$ cat config.mk
export PLATFORM = sky130hd
export DESIGN_NAME = tl_sensor_cond
export DESIGN_NICKNAME = d
export VERILOG_FILES = /design/src/rtl/tl_sensor_cond.sv
export SDC_FILE = /design/constraint.sdc
export NUM_CORES = 1
export LEC_CHECK = 0
export BUFFER_PORTS_ARGS = -buffer_cell sky130_fd_sc_hd__buf_4
export CORE_UTILIZATION = 45
export CTS_CLUSTER_SIZE = 10
export DETAILED_ROUTE_END_ITERATION = 7
export MAX_ROUTING_LAYER = met4
export SYNTH_ARGS = -nofsm -noshare
export SYNTH_HDL_FRONTEND = slang
export SYNTH_SLANG_ARGS = --single-unit
$ cat constraint.sdc
create_clock -name clk -period 2.7 [get_ports clk]
set_input_delay 0.81 -clock clk [delete_from_list [all_inputs] [get_ports clk]]
set_output_delay 0.81 -clock clk [all_outputs]
set_load 0.03 [all_outputs]
$ cat src/rtl/tl_sensor_cond.sv
// Conditions four raw loop detectors into the TA/TAL/TB/TBL requests.
// Each lane synchronises, debounces, holds through a gap-out, and caps at max-green.
module tl_sensor_lane #(
  parameter int CNT_W      = 16,
  parameter int DEB_CYCLES = 4,
  parameter int GAP_CYCLES = 8,
  parameter int MAX_GREEN  = 20
) (
  input  logic clk,
  input  logic reset,
  input  logic det,
  input  logic green,
  output logic t
);
  localparam logic [CNT_W-1:0] DEB_LAST = CNT_W'(DEB_CYCLES - 1);
  localparam logic [CNT_W-1:0] GAP_LD   = CNT_W'(GAP_CYCLES);
  localparam logic [CNT_W-1:0] MAX_LD   = CNT_W'(MAX_GREEN);

  logic             s1, s2, deb;
  logic [CNT_W-1:0] dcnt, gcnt, mcnt;

  always_ff @(posedge clk) begin
    if (reset) begin
      s1   <= 1'b0;
      s2   <= 1'b0;
      deb  <= 1'b0;
      dcnt <= '0;
      gcnt <= '0;
      mcnt <= '0;
    end else begin
      s1 <= det;
      s2 <= s1;
      // any sample agreeing with the current level restarts the debounce run
      if (s2 == deb)
        dcnt <= '0;
      else if (dcnt == DEB_LAST) begin
        deb  <= s2;
        dcnt <= '0;
      end else
        dcnt <= dcnt + CNT_W'(1);
      if (deb)
        gcnt <= GAP_LD;
      else if (gcnt != '0)
        gcnt <= gcnt - CNT_W'(1);
      if (!green)
        mcnt <= '0;
      else if (mcnt != MAX_LD)
        mcnt <= mcnt + CNT_W'(1);
    end
  end

  // purely a decode of flops: presence masked by the max-green cap
  assign t = (deb | (gcnt != '0)) & (mcnt != MAX_LD);
endmodule

module tl_sensor_cond #(
  parameter int CNT_W      = 16,
  parameter int DEB_CYCLES = 4,
  parameter int GAP_CYCLES = 8,
  parameter int MAX_GREEN  = 20
) (
  input  logic       clk,
  input  logic       reset,
  input  logic       det_a,
  input  logic       det_al,
  input  logic       det_b,
  input  logic       det_bl,
  input  logic [2:0] Q,
  output logic       TA,
  output logic       TAL,
  output logic       TB,
  output logic       TBL
);
  localparam int NUM_LANES = 4;

  logic [NUM_LANES-1:0] det_v, green_v, t_v;

  assign det_v   = {det_bl, det_b, det_al, det_a};
  // lane order A, AL, B, BL matches green codes 000, 010, 100, 110
  assign green_v = {Q == 3'b110, Q == 3'b100, Q == 3'b010, Q == 3'b000};

  for (genvar i = 0; i < NUM_LANES; i++) begin : g_lane
    tl_sensor_lane #(
      .CNT_W(CNT_W), .DEB_CYCLES(DEB_CYCLES),
      .GAP_CYCLES(GAP_CYCLES), .MAX_GREEN(MAX_GREEN)
    ) u_lane (
      .clk  (clk),
      .reset(reset),
      .det  (det_v[i]),
      .green(green_v[i]),
      .t    (t_v[i])
    );
  end

  assign {TBL, TB, TAL, TA} = t_v;
endmodule

==> metrics.md, run 1 <==
| Metric | Value |
|---|---|
| Hold Fails Final Rpt | `0` |
| Pin count of the biggest net entering global routing | `17` |
| Root Driver | `clkbuf_16` |
| Fin crit share | `1.05` |
| FILL cells | `1,892` |
| Crit Path Max Fanout | `6` |
| Worst path required time | `~1.9 ns` |
| Worst hold path class | `reg2reg` |
| Core ar. | `between 15,000 and 20,000 sq um` |
| Chip Width | `144 um` |
| H-Tree Level Count | `1` |
| Async S/R FF share, synth | `0` |
| Rel. slew slack | `0.509` |
| Die Ht | `144 um` |
| Place WS | `0.290 ns` |
| Ys flop type | `dfxtp_1` |
| Syn nets | `1,059` |
| Post-synthesis cell count | `1,033` |
| Worst stage delay on the critical path | `between 0.5 and 0.6 ns` |
| Gr usage total | `0.173` |
| Worst Setup End Kind | `primary output` |
| Antenna diodes | `0` |
| Design Area, Final | `10,400 sq um` |
| First-pass GRT wire length | `a little under 30,000 um` |
| Die Area | `just over 20,000 sq um` |
| Status | `finished with violations` |
| Number of setup violations in the final report | `7` |
| Vias in the first global route | `6,429` |
| Max rail drop VDD | `0.000595 V` |
| Hold path cells | `1` |
| Critical path class | `reg2out` |
| Worst-path cell chain | `or4_4 > nand4b_1 > o21a_1 > buf_6` |
| Final wirelength | `between 15,000 and 20,000 um` |
| CP arrival | `2.03 ns` |
| Slowest-stage cell, CP | `or4_4` |
| Via Count | `approximately 7,000` |
| YS warnings | `0` |
| Final min period | `~2.8 ns` |
| Port buffer count | `12` |
| Synth Register Bits | `204` |
| Ports | `13` |
| Unrepaired setup endpoints after global routing | `yes` |
| FMAX | `between 300 and 400 MHz` |
| Final ANT Viol Nets | `0` |
| Detailed router's first-iteration violation count | `239` |
| Placed inst area | `9480 sq um` |
| WL/cell | `about 12 um` |
| Synth-to-layout area growth | `15.7%` |
| Worst Tran Pin Value | `around 0.73 ns` |
| Power per cell area | `947 nW/um^2` |
| CTS sink count | `204` |
| Rows | `slightly above 50` |
| Leakage power figure | `3.72 nW` |
| GR Overflow Total | `0` |
| Setup TNS | `-0.511 ns` |
| RePlAce Congestion | `0.777` |
| Clock Latency Late Sink | `just over 0.5 ns` |
| Nets | `around 1,100` |
| Clock Path Buffers | `3` |
| Max cap viols | `0` |
| DRC | `0` |
| CTS clk-pin slew, worst paths | `0.06 ns` |
| Synthesized area | `9020 sq um` |
| DRT Pass-1 Iters | `4` |
| Final worst slack | `-0.135 ns` |
| Setup crit start kind | `flop` |
| Vias per cell | `5.13` |
| Sequential element share of the synthesized area | `0.453` |
| Fraction of layout cells with a size suffix above 1 | `0.106` |
| Failing checks | `setup timing` |
| Initial Utilization | `0.462` |
| Layout Skew | `0.0124 ns` |
| Syn Area/Cell | `~8.7 sq um` |
| EDFF count, synth | `0` |
| Total power | `9.89 mW` |
| Count of different cell masters after synthesis | `51` |
| CTS tree | `done` |
| Reg2reg path depth | `16` |
| Post-DP HPWL | `10,900 um` |
| Max Slew Vio Count | `0` |
| Initial antenna violation count | `0` |
| CTS Buf Count | `24` |
## where the power goes
group / leakage (nW) / switching [mW] / internal [mW]
clock: 0.320 / 1.14 / 1.66
sequential: 1.66 / 0.351 / 3.38
combinational: 1.75 / 1.68 / 1.68
## critical path, delay by kind of cell, from the launching register on
family | cells | cell delay (ns)
and+or+nand+nor | 2 | 0.81
DFF | 1 | 0.33
AOI/OAI and AO/OA | 1 | 0.24
buffers and inverters | 1 | 0.14
## Yosys cell counts, types with 2 or more instances
cell | n | share of area
nand2_1 | 65 | 0.027
o31a_1 | 2 | 0.0019
nand2b_1 | 5 | 0.0035
inv_1 | 22 | 0.0092
ha_1 | 17 | 0.024
or3_1 | 17 | 0.012
nor3_1 | 24 | 0.013
or4_1 | 9 | 0.0075
and2_1 | 10 | 0.0069
o21a_1 | 4 | 0.0033
or2_2 | 5 | 0.0035
nor4bb_1 | 4 | 0.0044
a211o_1 | 3 | 0.0029
o31ai_1 | 3 | 0.0025
a31oi_1 | 5 | 0.0035
nor2_1 | 194 | 0.081
a2111oi_0 | 2 | 0.0019
o211ai_1 | 2 | 0.0017
a211oi_1 | 6 | 0.0050
xnor2_1 | 47 | 0.046
and3_1 | 21 | 0.015
o21ai_0 | 16 | 0.0089
nand4_1 | 35 | 0.024
nand3_1 | 56 | 0.031
nand4b_1 | 5 | 0.0049
mux2i_1 | 5 | 0.0055
nand3b_1 | 9 | 0.0075
a311oi_1 | 2 | 0.0019
o41ai_1 | 2 | 0.0019
and4_1 | 10 | 0.0097
a21oi_1 | 36 | 0.020
dfxtp_1 | 204 | 0.45
clkbuf_1 | 29 | 0.012
nor4b_1 | 10 | 0.0097
nor3b_1 | 4 | 0.0033
nor4_1 | 24 | 0.017
xor2_1 | 97 | 0.094
nor2b_1 | 9 | 0.0062
## final timing paths
check,from,endpoint,slack [ns]
worst min-delay path,g_lane[0].u_lane.dcnt[0]$_SDFF_PP0_,g_lane[0].u_lane.dcnt[0]$_SDFF_PP0_,0.44
worst max-delay path,g_lane[1].u_lane.gcnt[11]$_SDFFE_PP0P_,TAL,-0.14
worst max register to register,g_lane[0].u_lane.gcnt[7]$_SDFFE_PP0P_,g_lane[0].u_lane.gcnt[0]$_SDFFE_PP0P_,-0.07
worst min register to register,g_lane[0].u_lane.dcnt[0]$_SDFF_PP0_,g_lane[0].u_lane.dcnt[0]$_SDFF_PP0_,0.44
## state kept, by name, summed over array words and instances, names as in the netlist
name	flops
g_lane.u_lane.deb	4
g_lane.u_lane.mcnt	64
g_lane.u_lane.s2	4
g_lane.u_lane.dcnt	64
g_lane.u_lane.s1	4
g_lane.u_lane.gcnt	64
## layout make-up
class                   count  area (sq um)  area share
clock buffers              30           654      0.0627
repair buffers             58           454      0.0435
well taps                 265           332      0.0318
multi-input cells         776          4820       0.462
flip-flops and latches    204          4090       0.392
inverters                  22          82.6     0.00791
## layer usage
layer,part of all wire,GRT usage,vias to the layer above
li1,-,-,3667
met1,0.51,0.220,3201
met2,0.44,0.279,53
met3,0.023,0.0270,31
met4,0.026,0.0549,0
met5,0,-,-
## through the flow
stage | util | std cells | hold WS [ns]
2_1_floorplan | - | 1033 | 0.413
4_1_cts | 0.529 | 1345 | 0.439
5_1_grt | 0.535 | 1355 | 0.454
6_report | 0.535 | 1355 | 0.435
3_3_place_gp | 0.485 | 1299 | 0.421
3_5_place_dp | 0.485 | 1299 | 0.427
## cells by family (layout without fill, tap and decap cells)
group                    Yosys count  after routing  synth area share
multiplexers                       5              5           0.00555
flip-flops                       204            204             0.453
buffers and inverters             53            110            0.0222
XOR/XNOR                         144            144             0.140
adder cells (fa/ha/maj)           17             17            0.0236
AND/OR/NAND/NOR                  525            525             0.297
AO/OA/AOI/OAI                     85             85            0.0592
## cells in the final DEF (no fill, tap or decap), types with 20 or more instances in the layout
cell type  Yosys  layout
and3_1        21      21
nor4_1        24      22
nor2_1       194     193
xnor2_1       47      46
nand3_1       56      55
nand4_1       35      35
dfxtp_1      204     197
nor3_1        24      24
inv_1         22      20
a21oi_1       36      36
clkbuf_16      0      25
nand2_1       65      65
buf_4          0      53
xor2_1        97      97
## timing repair
item                                    CTS  global route
endpoints found under the setup margin    4             8
hold buffers                              0             0
pin swaps                                 9            10
resized for setup                        19            11
buffers inserted                         16            10
(Power assumes the default switching activity.)
==> inputs of run 2 (changes only) <==
--- a/config.mk
+++ b/config.mk
@@ -5,7 +5,9 @@
 export SDC_FILE = /design/constraint.sdc
 export NUM_CORES = 1
 export LEC_CHECK = 0
+export ABC_AREA = 1
 export BUFFER_PORTS_ARGS = -buffer_cell sky130_fd_sc_hd__buf_4
+export CORE_MARGIN = 2
 export CORE_UTILIZATION = 45
 export CTS_CLUSTER_SIZE = 10
 export DETAILED_ROUTE_END_ITERATION = 7
==> run 2 against run 1 <==
Worst hold slack got worse by 0.037 ns. Non-clock buffer count fell by 45. Synthesized cell count increased by 64%. Clock skew up 0.0047 ns. The flow now finishes without violations.
==> metrics.md, run 2 <==
| Metric | Value |
|---|---|
| Status | `finished, final reports clean` |
| Biggest regs | `g_lane.u_lane.dcnt x64, g_lane.u_lane.gcnt x64, g_lane.u_lane.mcnt x64` |
| Die Ht | `159 um (+11%)` |
| RR Startpoint | `g_lane[0].u_lane.gcnt[3]$_SDFFE_PP0P_` |
| M2 GR Usage | `0.304 (+0.0245)` |
| Async S/R FF share, synth | `0 (unchanged)` |
| Grt met3 use | `0.0242 (-0.00277)` |
| CTS Buf Count | `25 (+4.2%)` |
| Clock Latency Late Sink | `0.52 ns (about the same)` |
| Internal power | `6.83 mW (+1.7%)` |
| Vias in the first global route | `9,080 (+41%)` |
| Synthesized area | `10,900 sq um (+20%)` |
| YS warnings | `0 (unchanged)` |
| Register Area | `4080 sq um (-0.21%)` |
| Crit Path Max Fanout | `7 (+1)` |
| Fraction of layout cells with a size suffix above 1 | `0.0579 (-0.0485)` |
| Gr usage total | `0.184 (+0.0116)` |
| CP arrival | `1.78 ns (-0.25 ns)` |
| GR Util met1 | `0.242 (+0.0224)` |
| Combinational group share of total power | `0.396 (+0.057)` |
| Port buffer count | `12 (unchanged)` |
| WL/cell | `11.0 um (-11%)` |
| Root Driver | `clkbuf_16` |
| Final wirelength | `22,500 um (+35%)` |
| Chip Width | `159 um (+11%)` |
| Area of the multi-input gates | `5890 sq um (+22%)` |
| Max cap viols | `0 (unchanged)` |
| Most common cell in the netlist | `nand2_1` |
| Most frequent cells in the layout | `418 x nand2_1, 367 x nor2_1, 213 x inv_1` |
| RePlAce Congestion | `0.880 (+13%)` |
| Die Area | `25,400 sq um (+23%)` |
| Count of different cell masters after synthesis | `33 (-35%)` |
| Critical path's top delay family | `simple AND/OR/NAND/NOR gates` |
| Most common cell after layout, fill and taps aside | `nand2_1` |
| Layout Skew | `0.0170 ns (+0.00468 ns)` |
| Ys flop type | `dfxtp_1` |
| Clock Path Buffers | `3 (unchanged)` |
| Detailed router's first-iteration violation count | `486 (+100%)` |
| GRT busiest layer | `met2` |
| Sw frac | `0.399 (+0.0787)` |
| CTS tree | `done` |
| Synth-to-layout area growth | `10.7%` |
| Number of setup violations in the final report | `0 (-7)` |
| Synth top cells by count | `420 x nand2_1, 375 x nor2_1, 216 x inv_1, 204 x dfxtp_1, 137 x nand3_1` |
| Nets | `1,743 (+57%)` |
| Max rail drop VDD | `0.000637 V (+7.0%)` |
| DRC | `0 (unchanged)` |
| EDFF count, synth | `0 (unchanged)` |
| Unrepaired setup endpoints after global routing | `no` |
| Ports | `13 (unchanged)` |
| Power share of the clock group | `0.262 (-0.022)` |
| Worst-path cell chain | `inv_1 > ha_4 > nand2_2 > nor2_2 > nand3_1 > nand2_1 > inv_1 > buf_4` |
| NetSw | `4.54 mW (+43%)` |
| Final ANT Viol Nets | `0 (unchanged)` |
| Rel. slew slack | `0.694 (+0.185)` |
| Cell mode on critical path | `inv_1` |
| Critical path class | `reg2out` |
| Post-DP HPWL | `16,500 um (+52%)` |
| Buf/Inv on CP | `3 (+2)` |
| DRT Pass-1 Iters | `5 (+1)` |
| Worst Tran Pin Value | `0.459 ns (-0.271 ns)` |
| Pin count of the biggest net entering global routing | `17 (unchanged)` |
| Vias per cell | `4.84 (-5.7%)` |
| HP Start | `g_lane[1].u_lane.s1$_SDFF_PP0_` |
| Fin crit share | `0.957 (-0.0925)` |
| Rows | `56 (+9.8%)` |
| Final min period | `2.59 ns (-0.250 ns)` |
| Slowest-stage cell, CP | `dfxtp_1` |
| Power per cell area | `947 nW/um^2 (about the same)` |
| First-pass GRT wire length | `40,100 um (+38%)` |
| Max Slew Vio Count | `0 (unchanged)` |
| Setup TNS | `0 ns (+0.511 ns)` |
| Sequential element share of the synthesized area | `0.376 (-0.0764)` |
| Core ar. | `23,500 sq um (+21%)` |
| Worst Setup End Kind | `primary output` |
| Post-synthesis cell count | `1,694 (+64%)` |
| Post-CTS setup buffers | `0 (-16)` |
| Synth top area cells | `dfxtp_1 38%, nand2_1 15%, nor2_1 13%` |
| Worst stage delay on the critical path | `0.31 ns (-0.26 ns)` |
| GR Overflow Total | `0 (unchanged)` |
| Syn Area/Cell | `6.41 sq um (-27%)` |
| CTS Hold Bufs | `0 (unchanged)` |
| H-Tree Level Count | `1 (unchanged)` |
| FMAX | `387 MHz (+9.7%)` |
| Leakage power figure | `4.79 nW (+29%)` |
| Worst path required time | `1.89 ns (about the same)` |
| Syn nets | `1,720 (+62%)` |
| Sequential power share | `0.342 (-0.035)` |
| FILL cells | `2,452 (+30%)` |
| Critical path startpoint | `g_lane[3].u_lane.gcnt[0]$_SDFFE_PP0P_` |
| Top-area cell type share of the netlist area | `0.376 (-0.0764)` |
| Initial Utilization | `0.461 (-0.00106)` |
| Min Hold Slack | `0.398 ns (-0.0368 ns)` |
| Hold Fails Final Rpt | `0 (unchanged)` |
| CTS clk-pin slew, worst paths | `0.06 ns (about the same)` |
| Synth Register Bits | `204 (unchanged)` |
| Leading area contributor after synthesis | `dfxtp_1` |
| CTS sink count | `204 (unchanged)` |
| Worst hold path class | `reg2reg` |
| Initial antenna violation count | `0 (unchanged)` |
| Antenna diodes | `0 (unchanged)` |
| Setup crit start kind | `flop` |
| Via Count | `9,898 (+42%)` |
-- run 2: cell count changes after synthesis, sizes merged, moves of 17 or more --
| cell | previous run | this run |
|---|---|---|
| nor2 | 194 | 388 |
| xor2 | 97 | 31 |
| or3 | 17 | 0 |
| and3 | 21 | 0 |
| nand4 | 35 | 55 |
| inv | 22 | 219 |
| o21ai | 16 | 42 |
| a21oi | 36 | 105 |
| nor3 | 26 | 7 |
| xnor2 | 47 | 15 |
| nor4 | 24 | 0 |
| clkbuf | 29 | 5 |
| nand3 | 56 | 141 |
| nand2 | 65 | 428 |
-- run 2: worst min-delay path, delay by kind of cell, from the launching register on --
kind	cells	cell delay, ns
flops	1	0.29
simple gates	1	0.03
buf+inv	1	0.04
-- run 2: cell families after synthesis --
| group | share of synthesized area |
|---|---|
| AND/OR/NAND/NOR | 0.402 |
| buffers and inverters | 0.0896 |
| flip-flops | 0.376 |
| AO/OA/AOI/OAI | 0.0751 |
| XOR/XNOR | 0.0371 |
| adder cells (fa/ha/maj) | 0.0196 |
-- run 2: timing repair --
action / 4_1_cts / 5_1_grt
gates resized for setup: 7 / 21
endpoints found under the setup margin: 3 / 4
pin swaps: 0 / 6
-- run 2: power groups by stage --
stage,sequential (mW),combinational (mW),clock [mW]
2_1_floorplan,3.83,3.65,0
3_3_place_gp,3.93,4.33,0
3_5_place_dp,3.94,4.35,0
4_1_cts,3.88,4.40,3.09
5_1_grt,3.96,5.24,3.19
6_report,3.90,4.50,2.98
-- run 2: metal layers --
layer,wire length [um],up-vias
li1,-,5394
met1,11400,4361
met2,10200,120
met3,676,23
met4,264,0
met5,0,-
-- run 2: per-stage QoR --
step / total power [mW] / instance area, sq um / util / cells / setup slack, ns
after floorplan: 7.48 / 10900 / - / 1694 / 0.701
after global placement: 8.26 / 11200 / 0.476 / 2009 / 0.502
after detailed placement: 8.28 / 11200 / 0.476 / 2009 / 0.463
after CTS: 11.4 / 11900 / 0.507 / 2046 / 0.00157
after global routing: 12.4 / 12000 / 0.510 / 2046 / 0.00149
final: 11.4 / 12000 / 0.510 / 2046 / 0.115
-- run 2: worst paths after layout --
kind | to | slack (ns) | cells past startpoint
hold reg to reg | g_lane[1].u_lane.s2$_SDFF_PP0_ | 0.40 | 2
setup / recovery | TBL | 0.11 | 8
hold / removal | g_lane[1].u_lane.s2$_SDFF_PP0_ | 0.40 | 2
setup reg to reg | g_lane[0].u_lane.gcnt[2]$_SDFFE_PP0P_ | 1.14 | 5
-- run 2: area by class of cell --
type | count | area share
clock buffer | 35 | 0.0577
clock inverter | 2 | 0.00115
multi-input combinational | 1253 | 0.491
inverter | 220 | 0.0689
sequential | 204 | 0.340
tap | 319 | 0.0332
timing repair buffer | 13 | 0.00813
==> inputs of run 3 (changes only) <==
--- a/config.mk
+++ b/config.mk
@@ -8,7 +8,7 @@
 export ABC_AREA = 1
 export BUFFER_PORTS_ARGS = -buffer_cell sky130_fd_sc_hd__buf_4
 export CORE_MARGIN = 2
-export CORE_UTILIZATION = 45
+export CORE_UTILIZATION = 30
 export CTS_CLUSTER_SIZE = 10
 export DETAILED_ROUTE_END_ITERATION = 7
 export MAX_ROUTING_LAYER = met4
==> run 3 against run 2 <==
Die area increased by 49%. Sequential share of layout area decreased by 0.56 points. Count of clock-buffer cells in the layout unchanged. Worst hold slack improved by 0.0085 ns. Register-to-register slack about the same. Clock skew decreased by 0.0033 ns. Clock power about the same. Non-clock buffer count increased by 1. Core utilization decreased by 17 points. Setup slack got worse by 0.0067 ns.
==> metrics.md, run 3 (synthesis results as in run 2) <==
| Metric | Value |
|---|---|
| Ports | `13 (unchanged)` |
| Layout Skew | `0.0138 ns (-0.00326 ns)` |
| RR Startpoint | `g_lane[3].u_lane.gcnt[0]$_SDFFE_PP0P_` |
| Gr usage total | `0.124 (-0.0602)` |
| Power per cell area | `940 nW/um^2 (-0.78%)` |
| GR Overflow Total | `0 (unchanged)` |
| Most frequent cells in the layout | `417 x nand2_1, 364 x nor2_1, 213 x inv_1` |
| Final ANT Viol Nets | `0 (unchanged)` |
| Max rail drop VDD | `0.000423 V (-34%)` |
| Antenna diodes | `0 (unchanged)` |
| Clock Path Buffers | `3 (unchanged)` |
| Worst Tran Pin Value | `0.458 ns (-0.000651 ns)` |
| FILL cells | `3,878 (+58%)` |
| Detailed router's first-iteration violation count | `567 (+17%)` |
| Fin crit share | `0.960 (+0.00247)` |
| Die Ht | `194 um (+22%)` |
| DRC | `0 (unchanged)` |
| CTS clk-pin slew, worst paths | `0.05 ns (about the same)` |
| Initial antenna violation count | `0 (unchanged)` |
| Worst Setup End Kind | `primary output` |
| Chip Width | `194 um (+22%)` |
| Worst hold path class | `reg2reg` |
| Crit Path Max Fanout | `5 (-2)` |
| Post-DP HPWL | `17,000 um (+3.0%)` |
| Pin count of the biggest net entering global routing | `17 (unchanged)` |
| Leakage power figure | `4.81 nW (+0.44%)` |
| Rows | `69 (+23%)` |
| Clock Latency Late Sink | `0.51 ns (about the same)` |
| Reg-to-reg setup timing slack | `1.13 ns (about the same)` |
| Critical path class | `reg2out` |
| Status | `finished, final reports clean` |
| Setup crit start kind | `flop` |
| Root Driver | `clkbuf_16` |
| Worst path required time | `1.89 ns (about the same)` |
| Number of setup violations in the final report | `0 (unchanged)` |
| Setup crit end | `TA` |
| CTS tree | `done` |
| Hold Fails Final Rpt | `0 (unchanged)` |
| H-Tree Level Count | `1 (unchanged)` |
| Fraction of layout cells with a size suffix above 1 | `0.0603 (+0.00235)` |
| Register Area | `4080 sq um (unchanged)` |
| CP arrival | `1.78 ns (about the same)` |
| Die Area | `37,700 sq um (+49%)` |
| RePlAce Congestion | `0.855 (-2.7%)` |
| Synth-to-layout area growth | `12.5%` |
| Core ar. | `35,600 sq um (+51%)` |
| Final wirelength | `23,000 um (+2.3%)` |
| Final min period | `2.59 ns (+0.00667 ns)` |
| Vias in the first global route | `9,290 (+2.3%)` |
| CTS sink count | `204 (unchanged)` |
| Hold path cells | `2 (unchanged)` |
| Initial Utilization | `0.305 (-0.156)` |
| Most common cell after layout, fill and taps aside | `nand2_1` |
| Rel. slew slack | `0.694 (about the same)` |
| CTS Hold Bufs | `0 (unchanged)` |
| FMAX | `386 MHz (-0.26%)` |
| CTS Buf Count | `25 (unchanged)` |
| Nets | `1,744 (+0.057%)` |
| Port buffer count | `12 (unchanged)` |
| Area of the multi-input gates | `5890 sq um (about the same)` |
| Reg-to-reg endpoint | `g_lane[3].u_lane.gcnt[4]$_SDFFE_PP0P_` |
| Max Slew Vio Count | `0 (unchanged)` |
| Min Hold Slack | `0.407 ns (+0.00852 ns)` |
| DRT Pass-1 Iters | `5 (unchanged)` |
| Reg2reg path depth | `7 (+2)` |
| Setup TNS | `0 ns (unchanged)` |
| Biggest regs | `g_lane.u_lane.dcnt x64, g_lane.u_lane.gcnt x64, g_lane.u_lane.mcnt x64` |
| WL/cell | `10.5 um (-4.3%)` |
| First-pass GRT wire length | `40,400 um (+0.65%)` |
| Via Count | `10,055 (+1.6%)` |
| Critical path startpoint | `g_lane[0].u_lane.gcnt[3]$_SDFFE_PP0P_` |
| Max cap viols | `0 (unchanged)` |
| Vias per cell | `4.60 (-5.0%)` |
[run 3: worst min path at each step]
| stage | start | to | slack [ns] |
|---|---|---|---|
| after global placement | g_lane[2].u_lane.s1$_SDFF_PP0_ | g_lane[2].u_lane.s2$_SDFF_PP0_ | 0.40 |
| after global routing | g_lane[3].u_lane.s1$_SDFF_PP0_ | g_lane[3].u_lane.s2$_SDFF_PP0_ | 0.45 |
| after CTS | g_lane[2].u_lane.s1$_SDFF_PP0_ | g_lane[2].u_lane.s2$_SDFF_PP0_ | 0.41 |
| after detailed placement | g_lane[2].u_lane.s1$_SDFF_PP0_ | g_lane[2].u_lane.s2$_SDFF_PP0_ | 0.40 |
| final | g_lane[2].u_lane.s1$_SDFF_PP0_ | g_lane[2].u_lane.s2$_SDFF_PP0_ | 0.41 |
| after floorplan | g_lane[0].u_lane.s1$_SDFF_PP0_ | g_lane[0].u_lane.s2$_SDFF_PP0_ | 0.39 |
[run 3: worst max-delay path: stages, from the launching register on]
cell and delay, ns:
dfxtp_1 0.33, nor2_1 0.27, nand2_4 0.14, nor2_4 0.14, nand3_1 0.09, nand2_1 0.08, inv_1 0.06, buf_4 0.16
[run 3: per-layer routing]
layer	up-vias	wire (um)	track usage
met5	-	0	-
met4	0	404	0.0300
met3	37	727	0.0183
met2	137	10300	0.209
met1	4466	11600	0.156
li1	5415	-	-
[run 3: what timing repair did]
action,in CTS,in global routing
resized for setup,8,22
pin swaps,0,5
setup endpoints to repair,3,4
buffers inserted,0,0
[run 3: metrics by stage]
| step | instance area [sq um] | power (mW) | setup slack [ns] | util | std cells |
|---|---|---|---|---|---|
| after floorplan | 10900 | 7.48 | 0.701 | - | 1694 |
| after global placement | 11400 | 8.27 | 0.404 | 0.320 | 2152 |
| after detailed placement | 11400 | 8.32 | 0.381 | 0.320 | 2152 |
| after CTS | 12100 | 11.5 | 0.0119 | 0.341 | 2187 |
| after global routing | 12200 | 12.5 | -0.000191 | 0.343 | 2187 |
| final | 12200 | 11.5 | 0.108 | 0.343 | 2187 |
[run 3: power breakdown]
group / switching (mW) / total, mW / leakage [nW] / internal [mW]
clock network: 1.19 / 3.01 / 0.356 / 1.82
logic: 2.95 / 4.57 / 2.80 / 1.62
registers: 0.425 / 3.90 / 1.66 / 3.47
[run 3: layout make-up]
cell class | instances | area share
flip-flops and latches | 204 | 0.334
inverters | 220 | 0.0677
multi-input cells | 1253 | 0.482
clock buffers | 35 | 0.0592
repair buffers | 14 | 0.00892
well taps | 461 | 0.0472
